--- src/rtl/bellek.sv ---
// bellek: memory stage of the in-order core; loads/stores over a valid/ready data port.
// Optional misalignment trap enabled by defining BELLEK_HIZALAMA_DENETIM_EN.
`ifndef UOP_BIT
`define UOP_BIT 80
`endif
`ifndef VERI_BIT
`define VERI_BIT 32
`endif

module bellek (
    input  logic                  clk_i,
    input  logic                  rstn_i,
    input  logic                  cek_bosalt_i,
    input  logic                  cek_duraklat_i,
    output logic                  duraklat_o,
    input  logic [`UOP_BIT-1:0]   bellek_uop_i,
    output logic                  istek_gecerli_o,
    input  logic                  istek_hazir_i,
    output logic                  istek_yaz_o,
    output logic [`VERI_BIT-1:0]  istek_adres_o,
    output logic [`VERI_BIT-1:0]  istek_veri_o,
    output logic [3:0]            istek_maske_o,
    input  logic                  yanit_gecerli_i,
    input  logic [`VERI_BIT-1:0]  yanit_veri_i,
    output logic                  hizalama_hata_o,
    output logic [`UOP_BIT-1:0]   geri_yaz_uop_o
);

    // Micro-op layout: {tag[79:69], bellek[68:65], rs2[64:33], rd[32:1], valid[0]}
    localparam int UOP_VALID  = 0;
    localparam int RD_LSB     = 1;
    localparam int RS2_LSB    = 33;
    localparam int BELLEK_LSB = 65;

    localparam logic [3:0] B_NOP = 4'd0;
    localparam logic [3:0] B_LB  = 4'd1;
    localparam logic [3:0] B_LH  = 4'd2;
    localparam logic [3:0] B_LW  = 4'd3;
    localparam logic [3:0] B_LBU = 4'd4;
    localparam logic [3:0] B_LHU = 4'd5;
    localparam logic [3:0] B_SB  = 4'd6;
    localparam logic [3:0] B_SH  = 4'd7;
    localparam logic [3:0] B_SW  = 4'd8;

    // state | meaning
    // BOSTA | idle; non-memory ops pass straight through
    // ISTEK | request on the bus, waiting for istek_hazir_i
    // BEKLE | load accepted, waiting for yanit_gecerli_i
    // TAMAM | result ready; written to geri_yaz_uop_o unless held downstream
    localparam logic [1:0] BOSTA = 2'd0;
    localparam logic [1:0] ISTEK = 2'd1;
    localparam logic [1:0] BEKLE = 2'd2;
    localparam logic [1:0] TAMAM = 2'd3;

    logic [1:0]           durum;
    logic                 iptal;
    logic [`UOP_BIT-1:0]  tut_uop;
    logic [1:0]           tut_a;
    logic [31:0]          sonuc;

    logic [3:0]           giris_islem;
    logic [31:0]          giris_adres;
    logic [31:0]          giris_rs2;
    logic                 bellek_op;
    logic                 giris_yaz;
    logic [1:0]           giris_boyut;
    logic [1:0]           a_etkin;
    logic [3:0]           giris_maske;
    logic [31:0]          giris_veri;

    logic [3:0]           tut_islem;
    logic [31:0]          kaydir;
    logic [31:0]          bicimli;
    logic [`UOP_BIT-1:0]  cikis_uop;

    always_comb begin
        giris_islem = bellek_uop_i[BELLEK_LSB +: 4];
        giris_adres = bellek_uop_i[RD_LSB +: 32];
        giris_rs2   = bellek_uop_i[RS2_LSB +: 32];
        bellek_op   = 1'b0;
        giris_yaz   = 1'b0;
        giris_boyut = 2'd0;
        case (giris_islem)
            B_LB, B_LBU: begin bellek_op = 1'b1; giris_boyut = 2'd0; end
            B_LH, B_LHU: begin bellek_op = 1'b1; giris_boyut = 2'd1; end
            B_LW:        begin bellek_op = 1'b1; giris_boyut = 2'd2; end
            B_SB:        begin bellek_op = 1'b1; giris_boyut = 2'd0; giris_yaz = 1'b1; end
            B_SH:        begin bellek_op = 1'b1; giris_boyut = 2'd1; giris_yaz = 1'b1; end
            B_SW:        begin bellek_op = 1'b1; giris_boyut = 2'd2; giris_yaz = 1'b1; end
            default:     bellek_op = 1'b0;
        endcase
        bellek_op = bellek_op & bellek_uop_i[UOP_VALID];

        // Offending low bits are dropped; with the trap enabled such ops never reach the bus.
        case (giris_boyut)
            2'd0:    begin a_etkin = giris_adres[1:0];          giris_maske = 4'b0001 << a_etkin; giris_veri = {4{giris_rs2[7:0]}};  end
            2'd1:    begin a_etkin = {giris_adres[1], 1'b0};    giris_maske = 4'b0011 << a_etkin; giris_veri = {2{giris_rs2[15:0]}}; end
            default: begin a_etkin = 2'b00;                     giris_maske = 4'hF;               giris_veri = giris_rs2;            end
        endcase
    end

`ifdef BELLEK_HIZALAMA_DENETIM_EN
    logic hizasiz;
    logic hata_r;
    assign hizasiz = ((giris_boyut == 2'd1) && giris_adres[0]) ||
                     ((giris_boyut == 2'd2) && (giris_adres[1:0] != 2'b00));
    assign hizalama_hata_o = hata_r;
`else
    assign hizalama_hata_o = 1'b0;
`endif

    always_comb begin
        tut_islem = tut_uop[BELLEK_LSB +: 4];
        kaydir    = yanit_veri_i >> {tut_a, 3'b000};
        case (tut_islem)
            B_LB:    bicimli = {{24{kaydir[7]}}, kaydir[7:0]};
            B_LBU:   bicimli = {24'd0, kaydir[7:0]};
            B_LH:    bicimli = {{16{kaydir[15]}}, kaydir[15:0]};
            B_LHU:   bicimli = {16'd0, kaydir[15:0]};
            default: bicimli = kaydir;
        endcase
        cikis_uop                  = tut_uop;
        cikis_uop[RD_LSB +: 32]    = sonuc;
        cikis_uop[UOP_VALID]       = ~iptal;
    end

    assign istek_gecerli_o = (durum == ISTEK);
    assign duraklat_o      = ((durum == BOSTA) && bellek_op) || (durum == ISTEK) ||
                             (durum == BEKLE) || cek_duraklat_i;

    always_ff @(posedge clk_i or negedge rstn_i) begin
        if (!rstn_i) begin
            durum          <= BOSTA;
            iptal          <= 1'b0;
            tut_uop        <= '0;
            tut_a          <= 2'b00;
            sonuc          <= '0;
            istek_yaz_o    <= 1'b0;
            istek_adres_o  <= '0;
            istek_veri_o   <= '0;
            istek_maske_o  <= 4'h0;
            geri_yaz_uop_o <= '0;
`ifdef BELLEK_HIZALAMA_DENETIM_EN
            hata_r         <= 1'b0;
`endif
        end else begin
`ifdef BELLEK_HIZALAMA_DENETIM_EN
            hata_r <= 1'b0;
`endif
            case (durum)
                BOSTA: begin
                    if (cek_bosalt_i) begin
                        geri_yaz_uop_o <= '0;
                    end else if (bellek_op) begin
                        tut_uop <= bellek_uop_i;
                        tut_a   <= a_etkin;
                        sonuc   <= '0;
`ifdef BELLEK_HIZALAMA_DENETIM_EN
                        if (hizasiz) begin
                            durum  <= TAMAM;
                            hata_r <= 1'b1;
                        end else begin
                            durum         <= ISTEK;
                            istek_yaz_o   <= giris_yaz;
                            istek_adres_o <= {giris_adres[31:2], 2'b00};
                            istek_veri_o  <= giris_yaz ? giris_veri : 32'd0;
                            istek_maske_o <= giris_maske;
                        end
`else
                        durum         <= ISTEK;
                        istek_yaz_o   <= giris_yaz;
                        istek_adres_o <= {giris_adres[31:2], 2'b00};
                        istek_veri_o  <= giris_yaz ? giris_veri : 32'd0;
                        istek_maske_o <= giris_maske;
`endif
                    end else if (!cek_duraklat_i) begin
                        geri_yaz_uop_o <= bellek_uop_i;
                    end
                end
                ISTEK: begin
                    if (cek_bosalt_i) iptal <= 1'b1;
                    if (istek_hazir_i) durum <= istek_yaz_o ? TAMAM : BEKLE;
                end
                BEKLE: begin
                    if (cek_bosalt_i) iptal <= 1'b1;
                    if (yanit_gecerli_i) begin
                        sonuc <= bicimli;
                        durum <= TAMAM;
                    end
                end
                default: begin
                    if (cek_bosalt_i) begin
                        geri_yaz_uop_o <= '0;
                        durum          <= BOSTA;
                        iptal          <= 1'b0;
                    end else if (!cek_duraklat_i) begin
                        geri_yaz_uop_o <= cikis_uop;
                        durum          <= BOSTA;
                        iptal          <= 1'b0;
                    end
                end
            endcase
        end
    end

endmodule
--- config.mk ---
export PLATFORM = sky130hd
export DESIGN_NAME = bellek
export DESIGN_NICKNAME = d
export VERILOG_FILES = /design/src/rtl/bellek.sv
export SDC_FILE = /design/constraint.sdc
export NUM_CORES = 1
export LEC_CHECK = 0
export CAP_MARGIN = 20
export CORE_MARGIN = 4
export CORE_UTILIZATION = 45
export CTS_BUF_LIST = sky130_fd_sc_hd__clkbuf_4 sky130_fd_sc_hd__clkbuf_8 sky130_fd_sc_hd__clkbuf_16
export CTS_CLUSTER_SIZE = 16
export DETAILED_ROUTE_END_ITERATION = 10
export PLACE_DENSITY = 0.87
export SYNTH_ARGS = -nofsm -noshare
export SYNTH_HDL_FRONTEND = slang
export SYNTH_SLANG_ARGS = --single-unit
export TNS_END_PERCENT = 100
--- constraint.sdc ---
create_clock -name clk_i -period 2.17 [get_ports clk_i]
set_clock_uncertainty 0.05 [all_clocks]
set_input_delay 0.434 -clock clk_i [delete_from_list [all_inputs] [get_ports clk_i]]
set_output_delay 0.434 -clock clk_i [all_outputs]
set_load 0.01 [all_outputs]
==> reports/metrics.csv, run 1 <==
metric,value,unit
status,"complete, but fails checks",
failing checks,negative setup slack,
Final Util,63.9,%
Synth Area in Simple Gates,16.0,%
Synth top area share,52.3,%
first-pass GRT wire length,53600,µm
Via Count,9880,
First-pass DRT Iterations,5,
Post-synth EDFFs,0,
DIE AREA,0.0271,mm²
root buf cell,clkbuf_16,
vias in the first global route,9977,
Pwr Total,21.7,mW
CP Class,input pin to output port,
Main synth FF type,dfrtp_1,
CTS tree,done,
Hold WS,281,ps
total clock sinks,231,
Via-to-Cell Ratio,5.66,
GRT Util Overall,24.9,%
CP Max Fanout,2,
Worst Setup Start Kind,input pin,
Vert. Die Dim,165,µm
1st-iter DRT viols,909,
Async SR Flop Fraction,100,%
Tcrit/Tclk final,106,%
Post-Route Setup TNS,-137,ps
Seq pwr share,33.4,%
"CTS clk-pin slew, worst paths",60,ps
sequential area share after synthesis,52.3,%
Worst IR Drop VDD,0.749,mV
most frequent cells in the layout,"347 x nand2_1, 260 x clkdlybuf4s50_1, 231 x dfrtp_1",
Rows,57,
"antenna viol nets, final",0,
Synth Area in XOR/XNOR,0.0793,%
"commonest non-fill, non-tap cell in the layout",nand2_1,
Chip Width,165,µm
mux contribution to synthesized area,9.82,%
Area Overhead vs Synth,40.3,%
final setup margin,-137,ps
initial antenna violation count,1,
DR WL/cell,19.8,µm
Final min period,2310,ps
CTS buffer count,26,
dpl hpwl,24300,µm
sw frac,37.0,%
Avg Synthesized Cell Area,9.83,µm²
hold_sp,cek_bosalt_i,
Setup Viol. Count Final,1,
number of remaining DRC errors,0,
fin. max-slew vios,0,
Crit Reg-Reg Startpoint,durum[1],
clk_lat worst skew,540,ps
cell count after synthesis,1123,
Core Area,0.0242,mm²
compound-gate portion of the synthesized area,17.1,%
Leak,6.92,nW
Rel. slew slack,61.5,%
CTS HTree Levels,1,
Comb pwr share,46.0,%
Worst Setup SP,bellek_uop_i[65],
worst-case clock buffer depth,3,
worst hold path type,input pin to register,
CP arrival,1820,ps
ranking of synthesized cells by area,"dfrtp_1 52%, nand2_1 12%, mux2i_1 9.5%",
Synth Cell Area,0.0110,mm²
worst slew pin tran,578,ps
#FFs+latches synth,231,
switching power of the nets,8.02,mW
largest area contributor in the netlist,dfrtp_1,
largest family of logic cells by synthesized area,compound AO/OA/AOI/OAI gates,
Highest Clock Rate,433,MHz
Clock power frac,20.6,%
crit end category,output port,
post-synthesis adder-cell area fraction,0.453,%
Ports,270,
Yosys warnings,0,
post-synth cell types,52,
WP data required,1690,ps
total global routing overflow,0,
unrepaired setup endpoints after global routing,yes,
Final Wtd Congestion,0.827,
Final nets,1525,
Post-Route WL,34700,µm
"Hold Vio Cnt, Final",0,
internal power,13.7,mW
Power per Cell Area,1400,mW/mm²
layout cells sized above 1,10.8,%
largest net degree at the start of global routing,68,
port buffer count,266,
Initial Utilization,45.5,%
# Max-Cap Violations,0,
Place WS,-620,ps
-- Yosys cell counts (all sizes together) (2+ instances only) --
cell type and count:
o31ai 96, nand3b 3, nor3b 9, nor3 6, a221oi 16, nor2 40, o2bb2ai 30, o211ai 2
buf 51, a22o 18, a211o 7, nand2 348, nor2b 9, a32o 7, a31oi 6, o21bai 10
ha 4, nand3 2, or3 2, clkbuf 46, inv 7, mux2i 105, a21oi 11, o21ai 31
nand2b 4, dfrtp 231, or3b 3
-- worst max-delay path, stage by stage --
cell,delay [ps]
clkdlybuf4s50_1,460
o31a_4,390
o31ai_4,340
buf_2,200
-- power groups by stage --
stage	clock network, mW	logic, mW	registers, mW
finish	4.47	9.98	7.23
detailed placement	0	9.84	7.27
CTS	4.55	10.0	7.23
floorplan	0	4.95	7.48
global route	4.75	10.8	7.44
global placement	0	9.52	7.19
-- cell type report --
class | instances | area, µm²
diodes | 1 | 2.50
flip-flops and latches | 231 | 5780
inverters | 8 | 30.0
multi-input cells | 789 | 4880
repair buffers | 347 | 3510
clock inverters | 18 | 186
well taps | 324 | 405
fillers | 1882 | 8760
clock buffers | 29 | 692
-- sequential cells by signal, indices dropped and copies added (netlist names) --
| register | cells |
|---|---|
| geri_yaz_uop_o | 80 |
| tut_uop | 77 |
| istek_veri_o | 32 |
| sonuc | 32 |
| istek_maske_o | 4 |
| durum | 2 |
| tut_a | 2 |
| iptal | 1 |
| istek_yaz_o | 1 |
-- final timing paths --
check	to	slack, ps	cells after the start
setup / recovery	duraklat_o	-140	4
hold / removal	geri_yaz_uop_o[34]	280	2
setup reg to reg	sonuc[11]	80	8
hold reg to reg	tut_uop[63]	420	2
max in group asynchronous	geri_yaz_uop_o[42]	1040	3
min in group asynchronous	tut_uop[19]	330	2
-- cells by family (layout without fill, tap and decap cells) --
logic type / count (synthesis) / in the layout
adders and majority gates: 4 / 4
buffers and inverters: 105 / 402
other: 1 / 4
muxes: 107 / 107
and+or+nand+nor: 431 / 431
DFF: 231 / 231
xor gates and xnor gates: 1 / 1
AOI/OAI and AO/OA: 243 / 243
-- per-stage QoR --
step	area, µm²	cells
after CTS	15500	1746
after detailed placement	14500	1694
after floorplan	11100	1125
final	15500	1747
after global routing	15500	1746
after global placement	14500	1694
-- metal layers --
layer  part of all wire (%)  GRT usage [%]  vias up
li1                       -              -     4489
met1                     39           32.0     4826
met2                     49           42.5      474
met3                    8.8           4.39       91
met4                    3.4           8.36        0
met5                      0              0        -
-- timing repair --
item / CTS / global route
resized for setup: 21 / 3
hold buffers: 1 / 0
pin swaps: 3 / 1
endpoints found under the hold margin: 37 / 0
endpoints found under the setup margin: 2 / 17
setup buffers: 5 / 0
Note: power is estimated with default switching activity, not from simulation.
==> inputs of run 2 (changes only) <==
CORE_MARGIN = default   (was 4)
==> run 2 against run 1 <==
  * The flow still finishes with violations (negative setup slack)
  * Register-to-register slack got worse by 90 ps
  * Via count rose by 2.0%
  * Sequential power rose by 0.6%
  * Clock power fell by 2%
  * First-iteration DRC count fell by 17%
  * Utilization rose by 3.3 points
  * Cell count rose by 0.86%
==> reports/metrics.csv, run 2 (synthesis gave the netlist of run 1 again) <==
metric,value,unit
sw frac,36.6,%
Initial Utilization,46.5,%
Via-to-Cell Ratio,5.72,
CTS buffer count,26,
root buf cell,clkbuf_16,
1st-iter DRT viols,751,
port buffer count,266,
number of remaining DRC errors,0,
total clock sinks,231,
worst-case clock buffer depth,3,
first-pass GRT wire length,52200,µm
hold endpoint,geri_yaz_uop_o[35],
failing checks,negative setup slack,
clk_lat worst skew,550,ps
Setup Viol. Count Final,2,
unrepaired setup endpoints after global routing,yes,
Post-Route WL,35800,µm
R2R Path End,geri_yaz_uop_o[10],
Highest Clock Rate,446,MHz
Fillers,1722,
Reg2Reg Setup Slack,-10,ps
Pwr Total,23.1,mW
Clock power frac,18.9,%
Post-Place Cells,1695,
"CTS clk-pin slew, worst paths",60,ps
Place WS,-535,ps
largest net degree at the start of global routing,56,
most frequent cells in the layout,"346 x nand2_1, 260 x clkdlybuf4s50_1, 231 x dfrtp_1",
Non-Filler Instances,1762,
Largest Register,geri_yaz_uop_o,
internal power,14.7,mW
Final min period,2240,ps
status,"complete, but fails checks",
layout cells sized above 1,12.5,%
total global routing overflow,0,
worst hold path type,input pin to register,
Seq pwr share,31.4,%
switching power of the nets,8.45,mW
First-pass DRT Iterations,5,
crit end category,output port,
final setup margin,-70.9,ps
Final Wtd Congestion,0.885,
CP Class,register to output port,
"Hold Vio Cnt, Final",0,
Rel. slew slack,61.3,%
Ports,270,
hold_sp,cek_bosalt_i,
# Max-Cap Violations,0,
Worst Hold Depth,2,
max reg flops,80,
Worst IR Drop VDD,0.795,mV
Antenna Cells,0,
vias in the first global route,9612,
Worst Setup Start Kind,register,
CTS HTree Levels,1,
Tcrit/Tclk final,103,%
WP data required,1690,ps
CP arrival,1760,ps
Power per Cell Area,1450,mW/mm²
Largest regs,"geri_yaz_uop_o (80), tut_uop (77)",
Via Count,10100,
Core Area,0.0238,mm²
DR WL/cell,20.3,µm
GRT Util Overall,26.8,%
Chip Width,159,µm
DIE AREA,0.0252,mm²
Area Overhead vs Synth,44.6,%
Final Util,67.2,%
"antenna viol nets, final",0,
Rows,56,
Final nets,1549,
dpl hpwl,23500,µm
CTS tree,done,
CP Max Fanout,4,
Comb pwr share,49.7,%
"commonest non-fill, non-tap cell in the layout",nand2_1,
fin. max-slew vios,0,
Vert. Die Dim,159,µm
Leak,7.17,nW
Crit Reg-Reg Startpoint,durum[0],
worst slew pin tran,579,ps
r2r worst-path depth,10,
initial antenna violation count,2,
[run 2: critical path: stages, from the launching register on]
cell	delay, ps
dfrtp_1	430
inv_2	80
ha_2	210
nor3_4	120
o31ai_2	80
buf_4	150
buf_2	130
[run 2: worst max path at each step]
stage | from | to | slack (ps) | cells after the start
after floorplan | durum[0] | istek_veri_o[28] | 50 | 10
after global placement | bellek_uop_i[66] | duraklat_o | -550 | 6
after detailed placement | bellek_uop_i[66] | duraklat_o | -540 | 6
after CTS | durum[1] | duraklat_o | -80 | 6
after global routing | durum[0] | duraklat_o | -160 | 6
final | durum[0] | duraklat_o | -70 | 6
[run 2: final cells by class]
cell class              instances  area, µm²  share of cell area (%)
clock buffers                  36        738                    4.62
clock inverters                 8        101                   0.635
inverters                       8       30.0                   0.188
multi-input cells             789       4900                    30.7
flip-flops and latches        231       5780                    36.2
well taps                     319        399                    2.50
repair buffers                371       4020                    25.2
[run 2: power by group through the flow]
stage	Clock (mW)	Combinational, mW	Sequential (mW)
finish	4.36	11.5	7.27
CTS	4.43	10.0	7.22
floorplan	0	4.95	7.48
global placement	0	9.56	7.19
detailed placement	0	9.86	7.25
global route	4.61	12.3	7.45
[run 2: stage by stage]
step	setup TNS [ps]	instance area (µm²)	hold slack, ps
final	-81.5	16000	216
after global routing	-1330	16000	227
after CTS	-75.4	15500	215
after detailed placement	-76300	14600	351
after global placement	-69720	14600	341
after floorplan	0	11100	88.4
[run 2: layer usage]
metal | GRT usage (%) | up-vias | part of all wire, %
met1 | 34.2 | 4887 | 39
met5 | 0 | - | 0.022
met4 | 7.74 | 2 | 2.8
li1 | - | 4549 | -
met3 | 5.44 | 87 | 9.3
met2 | 46.0 | 549 | 49
[run 2: repair_timing]
| action | 4_1_cts | 5_1_grt |
|---|---|---|
| cloned | 0 | 15 |
| setup endpoints to repair | 23 | 82 |
| gates resized for setup | 18 | 26 |
| setup buffers | 4 | 3 |
| hold endpoints to repair | 50 | 0 |
| pin swaps | 4 | 1 |
| hold buffers | 1 | 0 |
